==> src/rtl/trap_ctrl_if.sv <==
// trap_ctrl_if: connection between trap_ctrl and csr_file.
//   getCsr_addr  read address into csr_file
//   putCsr_addr  write address into csr_file
//   useCsr       write enable (csr_file writes on the negedge)
//   result       write data
//   csr          combinational read data from csr_file
//   mie          mstatus.MIE as seen by csr_file
//   mtvec_val    current mtvec contents
// master = trap_ctrl side, slave = csr_file side.
interface trap_ctrl_if #(
    parameter int W = 32,
    parameter int R = 3
);
    logic [R-1:0] getCsr_addr;
    logic [R-1:0] putCsr_addr;
    logic         useCsr;
    logic [W-1:0] result;
    logic [W-1:0] csr;
    logic         mie;
    logic [W-1:0] mtvec_val;

    modport master (
        output getCsr_addr, putCsr_addr, useCsr, result,
        input  csr, mie, mtvec_val
    );

    modport slave (
        input  getCsr_addr, putCsr_addr, useCsr, result,
        output csr, mie, mtvec_val
    );
endinterface

==> src/rtl/trap_ctrl.sv <==
// trap_ctrl: machine-mode trap sequencer in front of csr_file.
// Accepts a synchronous exception, level interrupts or mret, sequences the
// MEPC / MCAUSE / MSTATUS writes through csr_file's single write port, then
// redirects the PC. The pipeline is stalled for the whole sequence.
// Ports:
//   clk, a_reset_n        clock, async active-low reset
//   irq                   level interrupt requests (lowest index wins)
//   exc_valid, exc_code   exception pulse and its cause code
//   mret                  mret pulse
//   epc                   PC to save in MEPC
//   csr_bus               csr_file read/write port (master side)
//   stall                 high in every non-IDLE state
//   pc_load, trap_pc      one-cycle PC redirect and its target
//   trap_ack              one-cycle pulse in the cycle after trap acceptance
//
// state    | meaning
// IDLE     | waiting; evaluates exc_valid > irq (if mie) > mret
// T_EPC    | write MEPC with latched epc, trap_ack high
// T_CAUSE  | write MCAUSE with latched cause
// T_STATUS | write MSTATUS (MPIE<=MIE, MIE<=0), register the jump target
// T_JUMP   | redirect PC to the trap vector
// R_STATUS | write MSTATUS (MIE<=MPIE, MPIE<=1)
// R_JUMP   | redirect PC to MEPC
module trap_ctrl #(
    parameter int W             = 32,
    parameter int R             = 3,
    parameter int NUM_IRQ       = 4,
    parameter int IRQ_CODE_BASE = 16
) (
    input  logic               clk,
    input  logic               a_reset_n,
    input  logic [NUM_IRQ-1:0] irq,
    input  logic               exc_valid,
    input  logic [3:0]         exc_code,
    input  logic               mret,
    input  logic [W-1:0]       epc,
    trap_ctrl_if.master        csr_bus,
    output logic               stall,
    output logic               pc_load,
    output logic [W-1:0]       trap_pc,
    output logic               trap_ack
);
    localparam int IDXW = (NUM_IRQ > 1) ? $clog2(NUM_IRQ) : 1;

    localparam logic [R-1:0] A_MSTATUS = R'(0);
    localparam logic [R-1:0] A_MEPC    = R'(3);
    localparam logic [R-1:0] A_MCAUSE  = R'(4);

    typedef enum logic [2:0] {
        IDLE     = 3'd0,
        T_EPC    = 3'd1,
        T_CAUSE  = 3'd2,
        T_STATUS = 3'd3,
        T_JUMP   = 3'd4,
        R_STATUS = 3'd5,
        R_JUMP   = 3'd6
    } state_t;

    state_t         state_q, state_d;
    logic [W-1:0]   cause_q, cause_d;
    logic [W-1:0]   epc_q, epc_d;
    logic [W-1:0]   target_q, target_d;
    logic           is_int_q, is_int_d;

    logic           irq_hit;
    logic [IDXW-1:0] irq_idx;
    logic [W-2:0]   irq_code;
    logic [W-1:0]   base;
    logic [W-1:0]   vec_off;

    // Scan downward so the lowest set index is the one left standing.
    always_comb begin
        irq_hit = 1'b0;
        irq_idx = '0;
        for (int k = NUM_IRQ - 1; k >= 0; k--) begin
            if (irq[k]) begin
                irq_hit = 1'b1;
                irq_idx = k[IDXW-1:0];
            end
        end
    end

    assign irq_code = (W-1)'(IRQ_CODE_BASE) + (W-1)'(irq_idx);
    assign base     = {csr_bus.mtvec_val[W-1:2], 2'b00};
    // 4*code modulo 2^W: the top bit of the code shifts out.
    assign vec_off  = {cause_q[W-3:0], 2'b00};

    always_ff @(posedge clk or negedge a_reset_n) begin
        if (!a_reset_n) begin
            state_q  <= IDLE;
            cause_q  <= '0;
            epc_q    <= '0;
            target_q <= '0;
            is_int_q <= 1'b0;
        end else begin
            state_q  <= state_d;
            cause_q  <= cause_d;
            epc_q    <= epc_d;
            target_q <= target_d;
            is_int_q <= is_int_d;
        end
    end

    always_comb begin
        state_d             = state_q;
        cause_d             = cause_q;
        epc_d               = epc_q;
        target_d            = target_q;
        is_int_d            = is_int_q;
        csr_bus.getCsr_addr = A_MSTATUS;
        csr_bus.putCsr_addr = '0;
        csr_bus.useCsr      = 1'b0;
        csr_bus.result      = '0;
        stall               = 1'b1;
        pc_load             = 1'b0;
        trap_pc             = '0;
        trap_ack            = 1'b0;

        case (state_q)
            IDLE: begin
                stall = 1'b0;
                if (exc_valid) begin
                    cause_d  = W'(exc_code);
                    is_int_d = 1'b0;
                    epc_d    = epc;
                    state_d  = T_EPC;
                end else if (csr_bus.mie && irq_hit) begin
                    cause_d  = {1'b1, irq_code};
                    is_int_d = 1'b1;
                    epc_d    = epc;
                    state_d  = T_EPC;
                end else if (mret) begin
                    state_d  = R_STATUS;
                end
            end
            T_EPC: begin
                trap_ack            = 1'b1;
                csr_bus.useCsr      = 1'b1;
                csr_bus.putCsr_addr = A_MEPC;
                csr_bus.result      = epc_q;
                state_d             = T_CAUSE;
            end
            T_CAUSE: begin
                csr_bus.useCsr      = 1'b1;
                csr_bus.putCsr_addr = A_MCAUSE;
                csr_bus.result      = cause_q;
                state_d             = T_STATUS;
            end
            T_STATUS: begin
                csr_bus.useCsr      = 1'b1;
                csr_bus.putCsr_addr = A_MSTATUS;
                csr_bus.result      = csr_bus.csr;
                csr_bus.result[7]   = csr_bus.csr[3];
                csr_bus.result[3]   = 1'b0;
                // Vectored only for interrupts in mode 01; modes 10/11 act as direct.
                if (csr_bus.mtvec_val[1:0] == 2'b01 && is_int_q)
                    target_d = base + vec_off;
                else
                    target_d = base;
                state_d = T_JUMP;
            end
            T_JUMP: begin
                pc_load = 1'b1;
                trap_pc = target_q;
                state_d = IDLE;
            end
            R_STATUS: begin
                csr_bus.useCsr      = 1'b1;
                csr_bus.putCsr_addr = A_MSTATUS;
                csr_bus.result      = csr_bus.csr;
                csr_bus.result[3]   = csr_bus.csr[7];
                csr_bus.result[7]   = 1'b1;
                state_d             = R_JUMP;
            end
            R_JUMP: begin
                csr_bus.getCsr_addr = A_MEPC;
                pc_load             = 1'b1;
                trap_pc             = csr_bus.csr;
                state_d             = IDLE;
            end
            default: begin
                stall   = 1'b0;
                state_d = IDLE;
            end
        endcase
    end
endmodule

==> src/flat_wrapper.sv <==
// flat-port wrapper written by rule: the top's interface ports become plain ports
module trap_ctrl_flat 
#(
    parameter int W             = 32,
    parameter int R             = 3,
    parameter int NUM_IRQ       = 4,
    parameter int IRQ_CODE_BASE = 16
)
  (clk, a_reset_n, irq, exc_valid, exc_code, mret, epc, stall, pc_load, trap_pc, trap_ack, csr_bus_getCsr_addr, csr_bus_putCsr_addr, csr_bus_useCsr, csr_bus_result, csr_bus_csr, csr_bus_mie, csr_bus_mtvec_val);
  trap_ctrl_if #(.W(W), .R(R)) csr_bus_i ();
  input  logic clk;
  input  logic a_reset_n;
  input  logic [NUM_IRQ-1:0] irq;
  input  logic exc_valid;
  input  logic [3:0] exc_code;
  input  logic mret;
  input  logic [W-1:0] epc;
  output logic stall;
  output logic pc_load;
  output logic [W-1:0] trap_pc;
  output logic trap_ack;
  output wire logic [$bits(csr_bus_i.getCsr_addr)-1:0] csr_bus_getCsr_addr;
  output wire logic [$bits(csr_bus_i.putCsr_addr)-1:0] csr_bus_putCsr_addr;
  output wire logic [$bits(csr_bus_i.useCsr)-1:0] csr_bus_useCsr;
  output wire logic [$bits(csr_bus_i.result)-1:0] csr_bus_result;
  input wire logic [$bits(csr_bus_i.csr)-1:0] csr_bus_csr;
  input wire logic [$bits(csr_bus_i.mie)-1:0] csr_bus_mie;
  input wire logic [$bits(csr_bus_i.mtvec_val)-1:0] csr_bus_mtvec_val;
  assign csr_bus_getCsr_addr = csr_bus_i.getCsr_addr;
  assign csr_bus_putCsr_addr = csr_bus_i.putCsr_addr;
  assign csr_bus_useCsr = csr_bus_i.useCsr;
  assign csr_bus_result = csr_bus_i.result;
  assign csr_bus_i.csr = csr_bus_csr;
  assign csr_bus_i.mie = csr_bus_mie;
  assign csr_bus_i.mtvec_val = csr_bus_mtvec_val;
  trap_ctrl #(.W(W), .R(R), .NUM_IRQ(NUM_IRQ), .IRQ_CODE_BASE(IRQ_CODE_BASE)) u_core (.clk(clk), .a_reset_n(a_reset_n), .irq(irq), .exc_valid(exc_valid), .exc_code(exc_code), .mret(mret), .epc(epc), .csr_bus(csr_bus_i), .stall(stall), .pc_load(pc_load), .trap_pc(trap_pc), .trap_ack(trap_ack));
endmodule
==> config.mk <==
export PLATFORM = sky130hd
export DESIGN_NAME = trap_ctrl_flat
export DESIGN_NICKNAME = d
export VERILOG_FILES = /design/src/rtl/trap_ctrl_if.sv /design/src/rtl/trap_ctrl.sv /design/src/flat_wrapper.sv
export SDC_FILE = /design/constraint.sdc
export NUM_CORES = 1
export LEC_CHECK = 0
export CAP_MARGIN = 40
export CORE_UTILIZATION = 44
export CTS_BUF_LIST = sky130_fd_sc_hd__clkbuf_4 sky130_fd_sc_hd__clkbuf_8
export DETAILED_ROUTE_END_ITERATION = 7
export GPL_ROUTABILITY_DRIVEN = 0
export PLACE_DENSITY_LB_ADDON = 0.2
export SETUP_SLACK_MARGIN = 0.02
export SYNTH_ARGS = -nofsm -noshare
export SYNTH_HDL_FRONTEND = slang
export SYNTH_SLANG_ARGS = --single-unit
export TNS_END_PERCENT = 10
==> constraint.sdc <==
create_clock -name clk -period 3.3 [get_ports clk]
set_input_delay 0.495 -clock clk [delete_from_list [all_inputs] [get_ports clk]]
set_output_delay 0.495 -clock clk [all_outputs]
set_load 0.05 [all_outputs]
==> results of run 1 <==
==> cell usage after synthesis (5+ instances only) <==
library cell	instances	area, um^2
nand3_1	6	30.0
nand4_1	8	50.1
nor3_1	16	80.1
buf_4	5	37.5
clkbuf_1	26	97.6
o21ai_0	29	145
nand2_1	48	180
mux2_2	38	428
nor4_1	6	37.5
ha_1	5	62.6
a22oi_1	7	52.6
inv_1	5	18.8
xnor2_1	26	228
a21oi_1	7	35.0
a22o_1	55	482
and3_1	7	43.8
nor2_1	15	56.3
o21ai_1	13	65.1
dfrtp_1	70	1750
==> layer usage <==
metal / up-vias / track usage, % / wire length, um
met2: 162 / 45.0 / 6580
li1: 1940 / - / -
met4: 0 / 10.4 / 259
met1: 2027 / 36.1 / 5790
met5: - / 0 / 0
met3: 18 / 3.76 / 733
==> path summary, 6_finish.rpt <==
| path | start | depth (start not counted) | end |
|---|---|---|---|
| max | u_core.state_q[0] | 4 | csr_bus_result[31] |
| min | a_reset_n | 1 | u_core.target_q[3] |
| max reg2reg | u_core.cause_q[4] | 6 | u_core.target_q[27] |
| min reg2reg | u_core.target_q[14] | 2 | u_core.target_q[14] |
| max in group asynchronous | a_reset_n | 3 | u_core.target_q[27] |
| min in group clk | u_core.target_q[14] | 2 | u_core.target_q[14] |
==> sequential cells by signal, indices dropped and copies added, names as in the netlist <==
name             count
u_core.cause_q       5
u_core.target_q     30
u_core.state_q       3
u_core.epc_q        32
==> stage by stage <==
step | instances | hold slack, ps | power, mW | cell area (um^2)
global placement | 722 | 469 | 5.61 | 6270
global route | 739 | 104 | 6.90 | 6540
floorplan | 435 | 199 | 4.31 | 4240
CTS | 739 | 89.6 | 6.56 | 6540
detailed placement | 723 | 456 | 5.72 | 6290
finish | 739 | 91.4 | 6.56 | 6540
==> power groups by stage <==
| stage | Sequential (mW) | Combinational, mW | Clock (mW) |
|---|---|---|---|
| 2_1_floorplan | 1.47 | 2.85 | 0 |
| 3_3_place_gp | 1.60 | 4.01 | 0 |
| 3_5_place_dp | 1.63 | 4.09 | 0 |
| 4_1_cts | 1.61 | 4.09 | 0.855 |
| 5_1_grt | 1.67 | 4.33 | 0.901 |
| 6_report | 1.62 | 4.09 | 0.845 |
==> area by class of cell <==
cell class | instances | area share [%]
Tap cell | 129 | 2.47
Multi-Input combinational cell | 322 | 35.5
Clock inverter | 6 | 1.67
Timing Repair Buffer | 197 | 31.2
Clock buffer | 10 | 2.11
Sequential cell | 70 | 26.8
Inverter | 5 | 0.287
==> worst max-delay path: stages, from the launching register on <==
cell and delay, ps:
dfrtp_2 530, nor2b_1 430, a22oi_1 160, o21ai_0 210
clkdlybuf4s50_1 840
==> cells by family (layout without fill, tap and decap cells) <==
kind of cell    Yosys count  in the layout
flops                    70             70
compound gates          124            124
mux                      42             42
fa+ha+maj                 6              6
simple gates            121            121
xor+xnor                 28             28
other cells               1              1
buf+inv                  43            218
==> run metrics, run 1 <==
status complete, no violations; detailed-route wire length 13400 um; worst path required time 2800 ps; Multi-input gate area roughly 0.0023 mm^2; CTS tree done; Seq/Total Area, Yosys 41.3%; Logic pwr share 62.4%; Synth Area in XOR/XNOR 5.78%; worst slew pin tran around 600 ps; Slew Limit Headroom around three fifths; Post-CTS Setup Inserts 0; minimum clock period approximately 3000 ps; crit share post-route 90.5%; H-tree Lvls 3; most frequent cells in the layout 125 x clkdlybuf4s50_1, 69 x dfrtp_1, 55 x a22o_1; Clk pwr share 12.9%; Hold WC Path Type input port to async pin; initial antenna violation count 0; Crit Path Class register to output port; CORE AREA 0.00928 mm^2; synthesized flop and latch total 70; clk_lat worst skew 340 ps; critical path capture point type output port; Via density 5.61; dpl hpwl roughly 11000 um; Max Cap Viol 0; Detailed Route Iter0 Violations 138; total gr overflow 0; Synth Area in Compound Gates approximately a fifth; Post-Synth Adder-Cell Area 1.95%; Fmax 0.335 GHz; GRT Util Overall between 20 and 30%; Sw Share around half; Data arrival, critical path between 2000 and 2500 ps; number of flops mapped to enable cells by yosys 0; worst clock skew approximately 12 ps; post-synth cell types 44; CTS max path bufs 2; P_int between 3 and 4 mW; total negative slack 0 ps; first drt pass iteration count 4; RSZ-0062 raised after global routing no; Final Worst Setup Slack 314 ps; Fin. Hold Viols 0; Initial Util 45.7%; post-CTS resize count 0; reg2reg setup slack roughly 950 ps; mux share of post-synthesis cell area around 11%; Worst-path clk slew approximately 70 ps; die height 100 um; Sequential Power Share 24.8%; TritonCTS Buffers 9; final routed DRC violation total 0; # IOs 183; switching power total 3.15 mW; Synth Net Count 550; nets@finish 720; Lkg Pwr around 2.8 nW; drt wl/cell between 15 and 20 um; final core occ 70.4%; Worst Setup Start Kind register; P&R area growth vs syn 54.0%; global-route wire length before repair 20800 um; Pwr Density 1000 mW/mm^2; final setup violation count 0; DIE AREA 0.0100 mm^2; via count 4147; register area around 0.0018 mm^2; Post-Place Setup Slack approximately 420 ps; hold_buf cts 0; vias in the first global route between 3000 and 4000; largest net degree at the start of global routing 39; Chip Width about 100 um; ANT nets after route 0; maximum vdd drop 0.394 mV; worst-path fanout max 17; dominant synthesized flop cell dfrtp_1; commonest non-fill, non-tap cell in the layout clkdlybuf4s50_1; Synth Area in Simple Gates between 10 and 15%; fill cell count about 740; Cell Area, Synth 0.00424 mm^2; Async SR Flop Fraction between 90% and 100%; synth warn 0; Cell Rows 35; main combinational cell family by area after synthesis compound AO/OA/AOI/OAI gates; # diodes 0; CTS Sinks 70; cells after synthesis approximately 440; share of cells above drive strength 1 22.3%; fin. max-slew vios 0; CTS root buf clkbuf_8; synthesized area per cell 9.76 um^2; Port Buffers 181
Power figures use the tool's default switching activity.
==> run 2: changes to the inputs <==
--- a/config.mk
+++ b/config.mk
@@ -6,9 +6,10 @@
 export NUM_CORES = 1
 export LEC_CHECK = 0
 export CAP_MARGIN = 40
-export CORE_UTILIZATION = 44
+export CORE_UTILIZATION = 50
 export CTS_BUF_LIST = sky130_fd_sc_hd__clkbuf_4 sky130_fd_sc_hd__clkbuf_8
 export DETAILED_ROUTE_END_ITERATION = 7
+export DONT_BUFFER_PORTS = 1
 export GPL_ROUTABILITY_DRIVEN = 0
 export PLACE_DENSITY_LB_ADDON = 0.2
 export SETUP_SLACK_MARGIN = 0.02
==> constraint.sdc (replaced) <==
create_clock -name clk -period 3.3 [get_ports clk]
set_input_delay 0.495 -clock clk [delete_from_list [all_inputs] [get_ports clk]]
set_output_delay 0.495 -clock clk [all_outputs]
set_load 0.02 [all_outputs]
==> run 2 against run 1 <==
  * Via count down 19%
  * Non-clock buffer count down 187
  * Setup slack gained 110 ps
  * Utilization down 15 points
  * Die area is 12% lower
  * Combinational power fell by 46%
  * Sequential power grew 3%
  * Flip-flop and latch count unchanged
  * Clock power shrank 7.0%
  * Critical path depth shrank 1
  * Highest routed layer unchanged
==> run metrics, run 2 (synthesized netlist as in run 1, its figures left out) <==
# diodes 0; Post-CTS Setup Inserts 0; worst clock skew 14.5 ps; Lkg Pwr 1.89 nW; dpl hpwl 8420 um; detailed-route wire length ~11000 um; TritonCTS Buffers 9; Clk pwr share 16.9%; clk_lat worst skew 330 ps; Detailed Route Iter0 Violations 144; Via density 6.34; worst slew pin tran around 850 ps; Hold WC Path Type input port to async pin; CORE AREA 0.00822 mm^2; GRT Util Overall 24.5%; most frequent cells in the layout 70 x dfrtp_1, 55 x a22o_1, 48 x nand2_1; largest reg by FF count u_core.epc_q; status complete, no violations; biggest regs u_core.epc_q x32, u_core.target_q x30, u_core.cause_q x5; switching power total 2.06 mW; worst path required time 2800 ps; Sequential Power Share 35.8%; max incr delay on CP 730 ps; total gr overflow 0; worst-path fanout max 31; P&R area growth vs syn 7.28%; Initial Util 51.7%; DIE AREA ~0.0089 mm^2; final routed DRC violation total 0; commonest non-fill, non-tap cell in the layout dfrtp_1; fin. max-slew vios 0; Post-Place Setup Slack 701 ps; nets@finish 533; drt wl/cell 20.5 um; max FFs per register 32; Logic pwr share 47.4%; RSZ-0062 raised after global routing no; CTS max path bufs 2; global-route wire length before repair 16400 um; CTS tree done; Final Worst Setup Slack around 420 ps; CP max stage cell dfrtp_1; final setup violation count 0; critical path capture point type output port; Chip Width 94.1 um; H-tree Lvls 3; # IOs 183; vias in the first global route 3127; via count roughly 3400; share of cells above drive strength 1 17.3%; minimum clock period 2880 ps; Crit Path Class register to output port; Cell Rows 33; initial antenna violation count 0; CTS root buf clkbuf_8; Slew Limit Headroom 43.3%; CTS Sinks 70; ANT nets after route 0; CP Cell Sequence inv_1, nor2_4, a22o_1; P_int 2.60 mW; first drt pass iteration count 4; Worst-path clk slew around 80 ps; total negative slack 0 ps; Fmax 0.348 GHz; crit share post-route 87.2%; Placed Area 0.00429 mm^2; Pwr Density a little over 1000 mW/mm^2; Sw Share 44.3%; post-CTS resize count 0; Port Buffers 0; Fin. Hold Viols 0; largest net degree at the start of global routing between 70 and 80; Max Cap Viol 0; post-route cell area between 0.004 and 0.005 mm^2; maximum vdd drop 0.364 mV; Data arrival, critical path 2380 ps; Worst Setup Start Kind register; die height 94.1 um
[run 2: final cells by class]
type	count	area, um^2
fillers	772	3660
clock buffers	11	151
flip-flops and latches	70	1750
repair buffers	10	95.1
multi-input cells	322	2320
inverters	5	18.8
well taps	105	131
clock inverters	5	81.3
[run 2: power by group through the flow]
| stage | combinational [mW] | clock [mW] | sequential, mW |
|---|---|---|---|
| 4_1_cts | 2.23 | 0.803 | 1.67 |
| 3_3_place_gp | 2.15 | 0 | 1.66 |
| 2_1_floorplan | 1.99 | 0 | 1.47 |
| 6_report | 2.21 | 0.786 | 1.67 |
| 3_5_place_dp | 2.20 | 0 | 1.69 |
| 5_1_grt | 2.42 | 0.840 | 1.73 |
[run 2: path summary, 6_finish.rpt]
path	from	end	slack [ps]	cells after the start
setup / recovery	u_core.state_q[2]	trap_pc[6]	420	3
hold / removal	a_reset_n	u_core.target_q[3]	40	1
setup reg to reg	u_core.cause_q[4]	u_core.target_q[27]	900	6
hold reg to reg	u_core.target_q[19]	u_core.target_q[19]	490	2
max in group asynchronous	a_reset_n	u_core.epc_q[25]	2980	1
min in group clk	exc_valid	u_core.cause_q[4]	270	1
[run 2: timing repair]
| item | CTS | global route |
|---|---|---|
| hold buffers | 1 | 0 |
| endpoints found under the hold margin | 70 | 0 |
| endpoints found under the setup margin | 0 | 0 |
[run 2: critical path, delay by kind of cell (launching register included)]
kind,cells,cell delay (ps)
AO/OA/AOI/OAI,1,390
buffers and inverters,1,290
flip-flops,1,730
AND/OR/NAND/NOR,1,640
[run 2: per-layer routing]
metal  global-route usage [%]  vias up  routed length, um
met3                     4.61       10                620
met1                     34.5     1631               5050
met2                     38.1      140               5080
li1                         -     1569                  -
met4                     7.56        0                 76
met5                        0        -                  0
[run 2: through the flow]
stage | util, % | cells | hold slack, ps | total power [mW]
6_report | 55.4 | 528 | 36.5 | 4.66
5_1_grt | 55.4 | 528 | 44.0 | 4.99
4_1_cts | 55.4 | 528 | 37.6 | 4.70
3_5_place_dp | 52.2 | 511 | 201 | 3.89
3_3_place_gp | 52.2 | 511 | 201 | 3.81
2_1_floorplan | - | 435 | 199 | 3.46
==> run 3: changes to the inputs <==
--- a/config.mk
+++ b/config.mk
@@ -8,11 +8,13 @@
 export CAP_MARGIN = 40
 export CORE_UTILIZATION = 50
 export CTS_BUF_LIST = sky130_fd_sc_hd__clkbuf_4 sky130_fd_sc_hd__clkbuf_8
+export CTS_CLUSTER_DIAMETER = 150
 export DETAILED_ROUTE_END_ITERATION = 7
 export DONT_BUFFER_PORTS = 1
 export GPL_ROUTABILITY_DRIVEN = 0
 export PLACE_DENSITY_LB_ADDON = 0.2
 export SETUP_SLACK_MARGIN = 0.02
+export SKIP_LAST_GASP = 1
 export SYNTH_ARGS = -nofsm -noshare
 export SYNTH_HDL_FRONTEND = slang
 export SYNTH_SLANG_ARGS = --single-unit
==> results of run 3 <==
Final layout, timing and power as in run 2 (identical DEF).
